===== config.mk =====
export PLATFORM = sky130hd
export DESIGN_NAME = csr_unit
export DESIGN_NICKNAME = d
export VERILOG_FILES = /design/src/rtl/csr_unit.sv
export SDC_FILE = /design/constraint.sdc
export NUM_CORES = 1
export LEC_CHECK = 0
export ABC_AREA = 1
export BUFFER_PORTS_ARGS = -buffer_cell sky130_fd_sc_hd__buf_2
export CAP_MARGIN = 20
export CORE_MARGIN = 1
export CORE_UTILIZATION = 50
export DETAILED_ROUTE_END_ITERATION = 8
export HOLD_SLACK_MARGIN = 0.15
export PLACE_DENSITY = 0.75
export SLEW_MARGIN = 40
export SYNTH_ARGS = -nofsm -noshare
export SYNTH_HDL_FRONTEND = slang
export SYNTH_SLANG_ARGS = --single-unit

===== constraint.sdc =====
create_clock -name clk -period 3 [get_ports clk]
set_input_delay 0.3 -clock clk [delete_from_list [all_inputs] [get_ports clk]]
set_output_delay 0.3 -clock clk [all_outputs]
set_load 0.05 [all_outputs]

===== src/rtl/csr_unit.sv =====
// Machine-mode CSR execution unit: Zicsr ops, ecall, mret and illegal-CSR traps
// behind a valid/ready handshake. Define CSR_COUNTERS_EN to add the 64-bit mcycle counter.
module csr_unit #(
    parameter int unsigned     XLEN          = 32,
    parameter logic [XLEN-1:0] HART_ID       = 32'h0000_0000,
    parameter logic [XLEN-1:0] MSTATUS_RESET = 32'h0000_1800,
    parameter logic [XLEN-1:0] MCAUSE_RESET  = 32'h0000_000b,
    parameter logic [XLEN-1:0] MTVEC_RESET   = 32'h0000_0000
) (
    input  logic            clk,
    input  logic            rst,
    input  logic            req_valid,
    output logic            req_ready,
    input  logic [2:0]      req_op,
    input  logic [1:0]      req_sys,
    input  logic [11:0]     req_csr_addr,
    input  logic [4:0]      req_rs1_idx,
    input  logic [XLEN-1:0] req_rs1_data,
    input  logic [XLEN-1:0] req_pc,
    output logic            resp_valid,
    input  logic            resp_ready,
    output logic [XLEN-1:0] resp_rdata,
    output logic            resp_redirect,
    output logic [XLEN-1:0] resp_target,
    output logic            resp_illegal,
    output logic [XLEN-1:0] mstatus_o,
    output logic [XLEN-1:0] mtvec_o,
    output logic [XLEN-1:0] mepc_o,
    output logic [XLEN-1:0] mcause_o
);

    typedef enum logic [0:0] {
        ST_IDLE = 1'b0,
        ST_RESP = 1'b1
    } state_t;

    localparam logic [11:0] ADDR_MSTATUS  = 12'h300;
    localparam logic [11:0] ADDR_MTVEC    = 12'h305;
    localparam logic [11:0] ADDR_MSCRATCH = 12'h340;
    localparam logic [11:0] ADDR_MEPC     = 12'h341;
    localparam logic [11:0] ADDR_MCAUSE   = 12'h342;
    localparam logic [11:0] ADDR_MHARTID  = 12'hF14;
    localparam logic [11:0] ADDR_MCYCLE   = 12'hB00;
    localparam logic [11:0] ADDR_MCYCLEH  = 12'hB80;

    localparam logic [XLEN-1:0] CAUSE_ILLEGAL = XLEN'(32'd2);
    localparam logic [XLEN-1:0] CAUSE_ECALL   = XLEN'(32'd11);
    localparam logic [XLEN-1:0] ZERO          = XLEN'(32'd0);

    // Trap entry: stash MIE into MPIE, disable interrupts, previous mode = M.
    function automatic logic [XLEN-1:0] trap_mstatus(input logic [XLEN-1:0] cur);
        logic [XLEN-1:0] nxt;
        nxt        = cur;
        nxt[7]     = cur[3];
        nxt[3]     = 1'b0;
        nxt[12:11] = 2'b11;
        return nxt;
    endfunction

    function automatic logic [XLEN-1:0] mret_mstatus(input logic [XLEN-1:0] cur);
        logic [XLEN-1:0] nxt;
        nxt        = cur;
        nxt[3]     = cur[7];
        nxt[7]     = 1'b1;
        nxt[12:11] = 2'b11;
        return nxt;
    endfunction

    function automatic logic [XLEN-1:0] align4(input logic [XLEN-1:0] v);
        return {v[XLEN-1:2], 2'b00};
    endfunction

    state_t          state_q, state_d;
    logic [XLEN-1:0] mstatus_q, mstatus_d;
    logic [XLEN-1:0] mtvec_q, mtvec_d;
    logic [XLEN-1:0] mepc_q, mepc_d;
    logic [XLEN-1:0] mcause_q, mcause_d;
    logic [XLEN-1:0] mscratch_q, mscratch_d;
    logic [XLEN-1:0] resp_rdata_q, resp_rdata_d;
    logic            resp_redirect_q, resp_redirect_d;
    logic [XLEN-1:0] resp_target_q, resp_target_d;
    logic            resp_illegal_q, resp_illegal_d;
`ifdef CSR_COUNTERS_EN
    logic [63:0]     mcycle_q, mcycle_d;
`endif

    logic            is_csr_op_s;
    logic            is_ecall_s;
    logic            is_mret_s;
    logic            wr_en_s;
    logic            addr_ok_s;
    logic            illegal_s;
    logic [XLEN-1:0] src_s;
    logic [XLEN-1:0] old_val_s;
    logic [XLEN-1:0] wdata_s;

    // Request decode: operand select, old-value read, write value and legality.
    always_comb begin
        is_csr_op_s = (req_op[1:0] != 2'b00);
        is_ecall_s  = (req_op == 3'b000) && (req_sys == 2'b01);
        is_mret_s   = (req_op == 3'b000) && (req_sys == 2'b10);
        src_s       = req_op[2] ? XLEN'(req_rs1_idx) : req_rs1_data;
        wr_en_s     = is_csr_op_s && ((req_op[1:0] == 2'b01) || (req_rs1_idx != 5'd0));
        old_val_s   = ZERO;
        addr_ok_s   = 1'b1;
        case (req_csr_addr)
            ADDR_MSTATUS:  old_val_s = mstatus_q;
            ADDR_MTVEC:    old_val_s = mtvec_q;
            ADDR_MSCRATCH: old_val_s = mscratch_q;
            ADDR_MEPC:     old_val_s = mepc_q;
            ADDR_MCAUSE:   old_val_s = mcause_q;
            ADDR_MHARTID:  old_val_s = HART_ID;
`ifdef CSR_COUNTERS_EN
            ADDR_MCYCLE:   old_val_s = XLEN'(mcycle_q[31:0]);
            ADDR_MCYCLEH:  old_val_s = XLEN'(mcycle_q[63:32]);
`endif
            default:       addr_ok_s = 1'b0;
        endcase
        case (req_op[1:0])
            2'b01:   wdata_s = src_s;
            2'b10:   wdata_s = old_val_s | src_s;
            2'b11:   wdata_s = old_val_s & ~src_s;
            default: wdata_s = old_val_s;
        endcase
        // Any write to the read-only quadrant traps, even to an implemented CSR.
        illegal_s = is_csr_op_s &&
                    (!addr_ok_s || (wr_en_s && (req_csr_addr[11:10] == 2'b11)));
    end

    // Handshake FSM, CSR commit and response register loading.
    always_comb begin
        state_d         = state_q;
        mstatus_d       = mstatus_q;
        mtvec_d         = mtvec_q;
        mepc_d          = mepc_q;
        mcause_d        = mcause_q;
        mscratch_d      = mscratch_q;
        resp_rdata_d    = resp_rdata_q;
        resp_redirect_d = resp_redirect_q;
        resp_target_d   = resp_target_q;
        resp_illegal_d  = resp_illegal_q;
`ifdef CSR_COUNTERS_EN
        mcycle_d        = mcycle_q + 64'd1;
`endif
        case (state_q)
            ST_IDLE: begin
                if (req_valid) begin
                    state_d         = ST_RESP;
                    resp_rdata_d    = ZERO;
                    resp_redirect_d = 1'b0;
                    resp_target_d   = ZERO;
                    resp_illegal_d  = 1'b0;
                    if (illegal_s) begin
                        mepc_d          = align4(req_pc);
                        mcause_d        = CAUSE_ILLEGAL;
                        mstatus_d       = trap_mstatus(mstatus_q);
                        resp_illegal_d  = 1'b1;
                        resp_redirect_d = 1'b1;
                        resp_target_d   = align4(mtvec_q);
                    end else if (is_ecall_s) begin
                        mepc_d          = align4(req_pc);
                        mcause_d        = CAUSE_ECALL;
                        mstatus_d       = trap_mstatus(mstatus_q);
                        resp_redirect_d = 1'b1;
                        resp_target_d   = align4(mtvec_q);
                    end else if (is_mret_s) begin
                        mstatus_d       = mret_mstatus(mstatus_q);
                        resp_redirect_d = 1'b1;
                        resp_target_d   = mepc_q;
                    end else if (is_csr_op_s) begin
                        resp_rdata_d = old_val_s;
                        if (wr_en_s) begin
                            case (req_csr_addr)
                                ADDR_MSTATUS:  mstatus_d  = wdata_s;
                                ADDR_MTVEC:    mtvec_d    = wdata_s;
                                ADDR_MSCRATCH: mscratch_d = wdata_s;
                                ADDR_MEPC:     mepc_d     = align4(wdata_s);
                                ADDR_MCAUSE:   mcause_d   = wdata_s;
`ifdef CSR_COUNTERS_EN
                                ADDR_MCYCLE:   mcycle_d   = {mcycle_q[63:32], wdata_s[31:0]};
                                ADDR_MCYCLEH:  mcycle_d   = {wdata_s[31:0], mcycle_q[31:0]};
`endif
                                default:       mscratch_d = mscratch_q;
                            endcase
                        end else begin
                            mscratch_d = mscratch_q;
                        end
                    end else begin
                        resp_rdata_d = ZERO;
                    end
                end else begin
                    state_d = ST_IDLE;
                end
            end
            ST_RESP: begin
                if (resp_ready) begin
                    state_d         = ST_IDLE;
                    resp_rdata_d    = ZERO;
                    resp_redirect_d = 1'b0;
                    resp_target_d   = ZERO;
                    resp_illegal_d  = 1'b0;
                end else begin
                    state_d = ST_RESP;
                end
            end
            default: state_d = ST_IDLE;
        endcase
    end

    // State and CSR registers with synchronous reset.
    always_ff @(posedge clk) begin
        if (rst) begin
            state_q         <= ST_IDLE;
            mstatus_q       <= MSTATUS_RESET;
            mtvec_q         <= MTVEC_RESET;
            mepc_q          <= ZERO;
            mcause_q        <= MCAUSE_RESET;
            mscratch_q      <= ZERO;
            resp_rdata_q    <= ZERO;
            resp_redirect_q <= 1'b0;
            resp_target_q   <= ZERO;
            resp_illegal_q  <= 1'b0;
`ifdef CSR_COUNTERS_EN
            mcycle_q        <= 64'd0;
`endif
        end else begin
            state_q         <= state_d;
            mstatus_q       <= mstatus_d;
            mtvec_q         <= mtvec_d;
            mepc_q          <= mepc_d;
            mcause_q        <= mcause_d;
            mscratch_q      <= mscratch_d;
            resp_rdata_q    <= resp_rdata_d;
            resp_redirect_q <= resp_redirect_d;
            resp_target_q   <= resp_target_d;
            resp_illegal_q  <= resp_illegal_d;
`ifdef CSR_COUNTERS_EN
            mcycle_q        <= mcycle_d;
`endif
        end
    end

    assign req_ready     = (state_q == ST_IDLE);
    assign resp_valid    = (state_q == ST_RESP);
    assign resp_rdata    = resp_rdata_q;
    assign resp_redirect = resp_redirect_q;
    assign resp_target   = resp_target_q;
    assign resp_illegal  = resp_illegal_q;
    assign mstatus_o     = mstatus_q;
    assign mtvec_o       = mtvec_q;
    assign mepc_o        = mepc_q;
    assign mcause_o      = mcause_q;

endmodule


After elaboration in Yosys (flattened, before gate mapping)
Cells that the tools add are included.
{ "word_totals": {"ff_bits": 227, "inputBits": 90, "output_inout_bits": 196, "wordCells": 105} }
{ "op_classes": {"eq_ne": 15, "muxes": 46, "n_bitwise": 7, "n_reduce_logical": 26} }
{ "op_table": {"columns": ["operator", "n"], "rows": [
  ["two-way mux 32 bit", 23],
  ["one-hot mux 32 bit (5 select lines)", 1],
  ["one-hot mux 32 bit (2 select lines)", 2],
  ["one-hot mux 32 bit (3 select lines)", 1],
  ["two-way mux 13 bit", 6],
  ["equality test 12 x 10 -> 1 bit (second input constant)", 5],
  ["AND 32 bit", 1],
  ["inverter 32 bit", 1],
  ["bitwise OR 32 bit", 1],
  ["AND reduction 8 bit", 3],
  ["equality test 12 bit (second input constant)", 1],
  ["AND reduction 6 bit", 2],
  ["nonzero test 3 bit", 4],
  ["nonzero test 4 bit", 3],
  ["two-way mux 1 bit", 10],
  ["equality test 2 bit (second input constant)", 4],
  ["one-hot mux 1 bit (2 select lines)", 3],
  ["OR reduction 6 bit", 1],
  ["logical AND 1 bit", 5],
  ["AND reduction 5 bit", 1],
  ["nonzero test 5 bit", 1],
  ["equality test 2 x 1 -> 1 bit (second input constant)", 2],
  ["!= test 2 bit (second input constant)", 2],
  ["inverter 1 bit", 4],
  ["other kinds (6)", 7]
]} }

Depth between registers and ports, before layout
{ "depth": {"word_depth": 10, "mapped_depth": 15, "depth_no_buf": 15} }

Least setup slack after synthesis
OpenSTA, ideal clock, no wires.
{ "synth_timing": {"path_type": "register to register", "start": "register state_q, in the netlist resp_valid", "end": "register resp_rdata_q[0], in the netlist resp_rdata[0]", "setup_time_ps": 70, "arrival_time_ps": 1833, "required_time_ps": 2930, "path_slack_ps": 1096, "stages_incl_launch_ff": 6, "n_path_buf": 1, "synth_period_minus_slack_ps": 1904, "cell_sequence": "dfxtp_1 -> nor2_1 -> nor2_1 -> clkbuf_1 -> nand2_1 -> a21oi_1"} }
{ "synth_between": {"elab_chain_cells": 3, "elab_cells_between_ends": 5, "cone_classes": "eq/ne (2); mux (1); bitwise (1); reduce/logical (1)"} }
{ "synth_lines": {"columns": ["item", "line", "rtl"], "rows": [
  ["start, declared", "73", "state_t state_q, state_d;"],
  ["start signal, assigned", "227", "state_q <= state_d;"],
  ["inverter 1 bit (no source line)", null, null],
  ["!= test 2 bit (no source line)", null, null],
  ["AND reduction 2 bit (no source line)", null, null],
  ["end signal, assigned", "233", "resp_rdata_q <= resp_rdata_d;"],
  ["end, declared", "79", "logic [XLEN-1:0] resp_rdata_q, resp_rdata_d;"]
]} }
Parallel ways exist; a longest one is shown, timed or not.
A chain may end at the register's enable or synchronous reset.

Final worst setup path
{ "layout_timing": {"start": "input port req_csr_addr[10]", "end": "register mstatus_q[9], in the netlist mstatus_o[9]"} }
{ "layout_between": {"elab_chain_cells": 8, "elab_cells_between_ends": 19, "cone_classes": "eq/ne (7); mux (3); bitwise (3); reduce/logical (6)"} }
{ "layout_lines": {"columns": ["item", "line", "rtl"], "rows": [
  ["start, declared", "16", "input logic [11:0] req_csr_addr,"],
  ["equality test 12 x 10 -> 1 bit, or another cell as far along", "106", "case (req_csr_addr)"],
  ["OR reduction 6 bit (no source line)", null, null],
  ["two-way mux 1 bit", "106", null],
  ["zero test 1 bit", "127", "(!addr_ok_s || (wr_en_s && (req_csr_addr[11:10] == 2'b11)));"],
  ["logical OR 1 bit", "127", null],
  ["logical AND 1 bit", "126", "illegal_s = is_csr_op_s &&"],
  ["inverter 1 bit (no source line)", null, null],
  ["AND reduction 8 bit (no source line)", null, null],
  ["end signal, assigned", "228", "mstatus_q <= mstatus_d;"],
  ["end, declared", "74", "logic [XLEN-1:0] mstatus_q, mstatus_d;"]
]} }
Parallel ways exist; a longest one is shown, timed or not.

==> results_dict.tcl <==
set metrics [dict create \
    status "completed" \
    max-vdd-ir-drop_v 0.0003575 \
    place_ws_ns 0.4056 \
    die_area_mm2 0.02343 \
    synth_cell_types 34 \
    setup-tns-final_ns 0 \
    fin_total_pwr_mw 7.428 \
    max_freq_mhz 476.8 \
    cts_made_buffers 25 \
    worst_pin_slew_ns 0.8304 \
    crit_cells 12 \
    maxCapViolations 0 \
    netlist_top_cells_area "dfxtp_1, nand2_1, nor2_1" \
    critPathMaxStageDelay_ns 0.48 \
    synth-seq-cells 223 \
    fin_ws_ns 0.9026 \
    r2r_cells 7 \
    cp.buffers_inverters 4 \
    antenna_found_initial 0 \
    rsz0062_at_grt "no" \
    syn_inst 1792 \
    cp-endpoint "mstatus_o[9]" \
    cp_max_fo 27 \
    finalHoldViolCount 0 \
    via_per_inst 5.618 \
    grt_pass1_wl_um 68120 \
    fill_cells 2058 \
    die_w_um 153.1 \
    dpl.hpwl_um 30360 \
    crit_slowest_cell "inv_2" \
    synth_flop_cell "dfxtp_1" \
    root_buffer "clkbuf_16" \
    first_global_vias 11920 \
    worst_r2r_startpoint "resp_valid" \
    nets 2139 \
    gp_congestion 0.9919 \
    r2r_slack_ns 0.95 \
    hold_path.class "primary input to flop" \
    fin_crit_sh_pct 69.91 \
    async_flop_share_pct 0 \
    p_per_area_mw_per_mm2 527.6 \
    leakage_nw 7.042 \
    grt-ovfl-total 0 \
    numClockSinks 223 \
    synth_compound_area_share_pct 18.24 \
    drc 0 \
    ys_warn_count 0 \
    vias 13190 \
    crit_start "req_csr_addr[10]" \
    crit_path_end_kind "flop" \
    cp-start-kind "primary input" \
    crit_family "simple AND/OR/NAND/NOR gates" \
    synth_edf_count 0 \
    firstDrtPassIters 5 \
    io_buffers 279 \
    synth_top_family_by_area "simple AND/OR/NAND/NOR gates" \
    cp.arrival_ns 2.57 \
    h-tree-depth 1 \
    critPathKind "primary input to flop" \
    drtIter0Drc 1177 \
    drive_above_1_share_pct 19.35 \
    clk_path_buf_depth 3 \
    fin_skew_ns 0.01647 \
    routedWlPerCell_um 18.97 \
    grt_max_degree 69 \
    fin_crit_ns 2.097 \
    syn_area_per_cell_um2 6.368 \
    synth_top_cell_area_share_pct 39.12 \
    core-area_mm2 0.02209 \
    path_clk_slew_ns 0.06 \
    synth_area_leader_cell "dfxtp_1" \
    insertion_delay_ns 0.53 \
    cpMostUsedCell "nand2_1" \
    syn-cell-area_mm2 0.01141 \
    rows 54 \
    drv_slew 0 \
    globalRouteTotalUtil_pct 37.39 \
    cts_tree "built" \
    die_h_um 153.1 \
    slew_headroom_pct 44.58 \
    io_pins 286 \
    r2r-end "resp_rdata[0]" \
    finalSetupViolCount 0 \
    ys_seq_area_share_pct 39.12 \
    postRouteAntennaNets 0 \
    synthAdderAreaFrac_pct 0 \
    path_cells "buf_2, nor2_1, nand2_1, nor2_4, buf_4, nand2_1, nor2_2, nand2_2, inv_2, or2_2, o211ai_1, inv_1" \
    wl_um 44520 \
    start_util_pct 51.65 \
    n_antenna_cell 0 \
    area_growth_pct 23.35 \
    hold_slack_ns 0.1635 \
    muxShareOfSynthArea_pct 0 \
    yosys.area_share.simple_pct 32.27 \
    synthXorXnorAreaFrac_pct 0 \
    cp.required_ns 3.47 \
]
-- Yosys cell counts (5+ instances only) --
cell type  number
nand2_1       476
nor2_1        226
dfxtp_1       223
nand3_1       167
inv_1         151
o21ai_0       150
a21oi_1       120
o21ai_1        64
clkbuf_1       54
buf_2          40
buf_4          20
o21a_1         17
a21boi_1       15
o211ai_1       12
inv_2          10
buf_1           5
nand2_2         5
nor2_2          5
or2_1           5
-- worst register-to-register path, stage by stage, from the launching register on --
cell and delay (ns):
dfxtp_1 0.41, nor2_2 0.16, buf_4 0.31, inv_1 0.10
nor2_1 0.10, buf_4 0.36, o21ai_0 0.34, a21oi_1 0.20
-- routing by layer --
metal  GRT usage, %  share of wire (%)
met5              0                  0
met4          29.77                8.5
met3          6.067                9.5
met2          57.93                 44
met1          46.30                 38
-- state kept, by name (all words and copies together) (netlist names), 30 cells and up --
signal       cells
mstatus_o       32
resp_rdata      32
mtvec_o         32
resp_target     30
mepc_o          30
mscratch_q      32
mcause_o        32
-- stage by stage --
| stage | instance area, um2 | util (%) | std cells |
|---|---|---|---|
| 2_1_floorplan | 11420 | - | 1795 |
| 3_3_place_gp | 13020 | 58.93 | 2280 |
| 3_5_place_dp | 13040 | 59.02 | 2281 |
| 4_1_cts | 14080 | 63.72 | 2347 |
| 5_1_grt | 14080 | 63.72 | 2347 |
| 6_report | 14080 | 63.72 | 2347 |
-- worst min-delay path by stage --
stage | from | endpoint | slack (ns) | cells after the start
2_1_floorplan | mscratch_q[31] | mscratch_q[31] | 0.45 | 2
3_3_place_gp | resp_rdata[6] | resp_rdata[6] | 0.45 | 2
3_5_place_dp | resp_rdata[31] | resp_rdata[31] | 0.45 | 2
4_1_cts | req_pc[8] | mepc_o[8] | 0.15 | 4
5_1_grt | req_pc[7] | mepc_o[7] | 0.18 | 4
6_report | req_pc[8] | mepc_o[8] | 0.16 | 4
-- cells by family after synthesis --
group / Yosys count
simple gates: 899
buf+inv: 281
flops: 223
compound gates: 388
other cells: 1
-- placed cells by master, fill, tap and decap left out, types with 3 or more instances in the layout --
master,count
nand2_2,5
or2_2,3
clkinv_2,4
buf_12,6
nor2_1,223
nand3_2,3
conb_1,4
buf_4,40
o211ai_1,12
buf_2,279
dfxtp_1,223
clkbuf_16,25
nor2_2,6
nor2_4,4
a21oi_1,120
clkbuf_1,7
dlygate4sd3_1,21
nand3_1,167
o21a_1,17
a21boi_1,15
nand2_1,476
inv_1,150
o21ai_1,64
nor3_1,3
clkbuf_8,7
o21ai_0,150
or2_1,5
o21ai_2,4
inv_2,10
-- power by group --
group / switching, mW / leakage [nW] / internal, mW / total (mW)
registers: 0.0795 / 1.81 / 3.04 / 3.12
logic: 0.866 / 4.82 / 0.306 / 1.17
clock network: 1.26 / 0.411 / 1.87 / 3.13
-- cell type report --
| type | count | area, um2 | area share (%) |
|---|---|---|---|
| Sequential cell | 223 | 4464 | 31.71 |
| Clock inverter | 6 | 80.08 | 0.5688 |
| Tap cell | 280 | 350.3 | 2.489 |
| Timing Repair Buffer | 346 | 2027 | 14.40 |
| Multi-Input combinational cell | 1291 | 5797 | 41.18 |
| Clock buffer | 39 | 748.2 | 5.315 |
| Inverter | 162 | 610.6 | 4.337 |
-- what timing repair did --
action,in CTS,in global routing
setup buffers,0,0
resized for setup,0,0
endpoints found under the hold margin,21,0
hold buffers,21,0
Power figures use the tool's default switching activity.
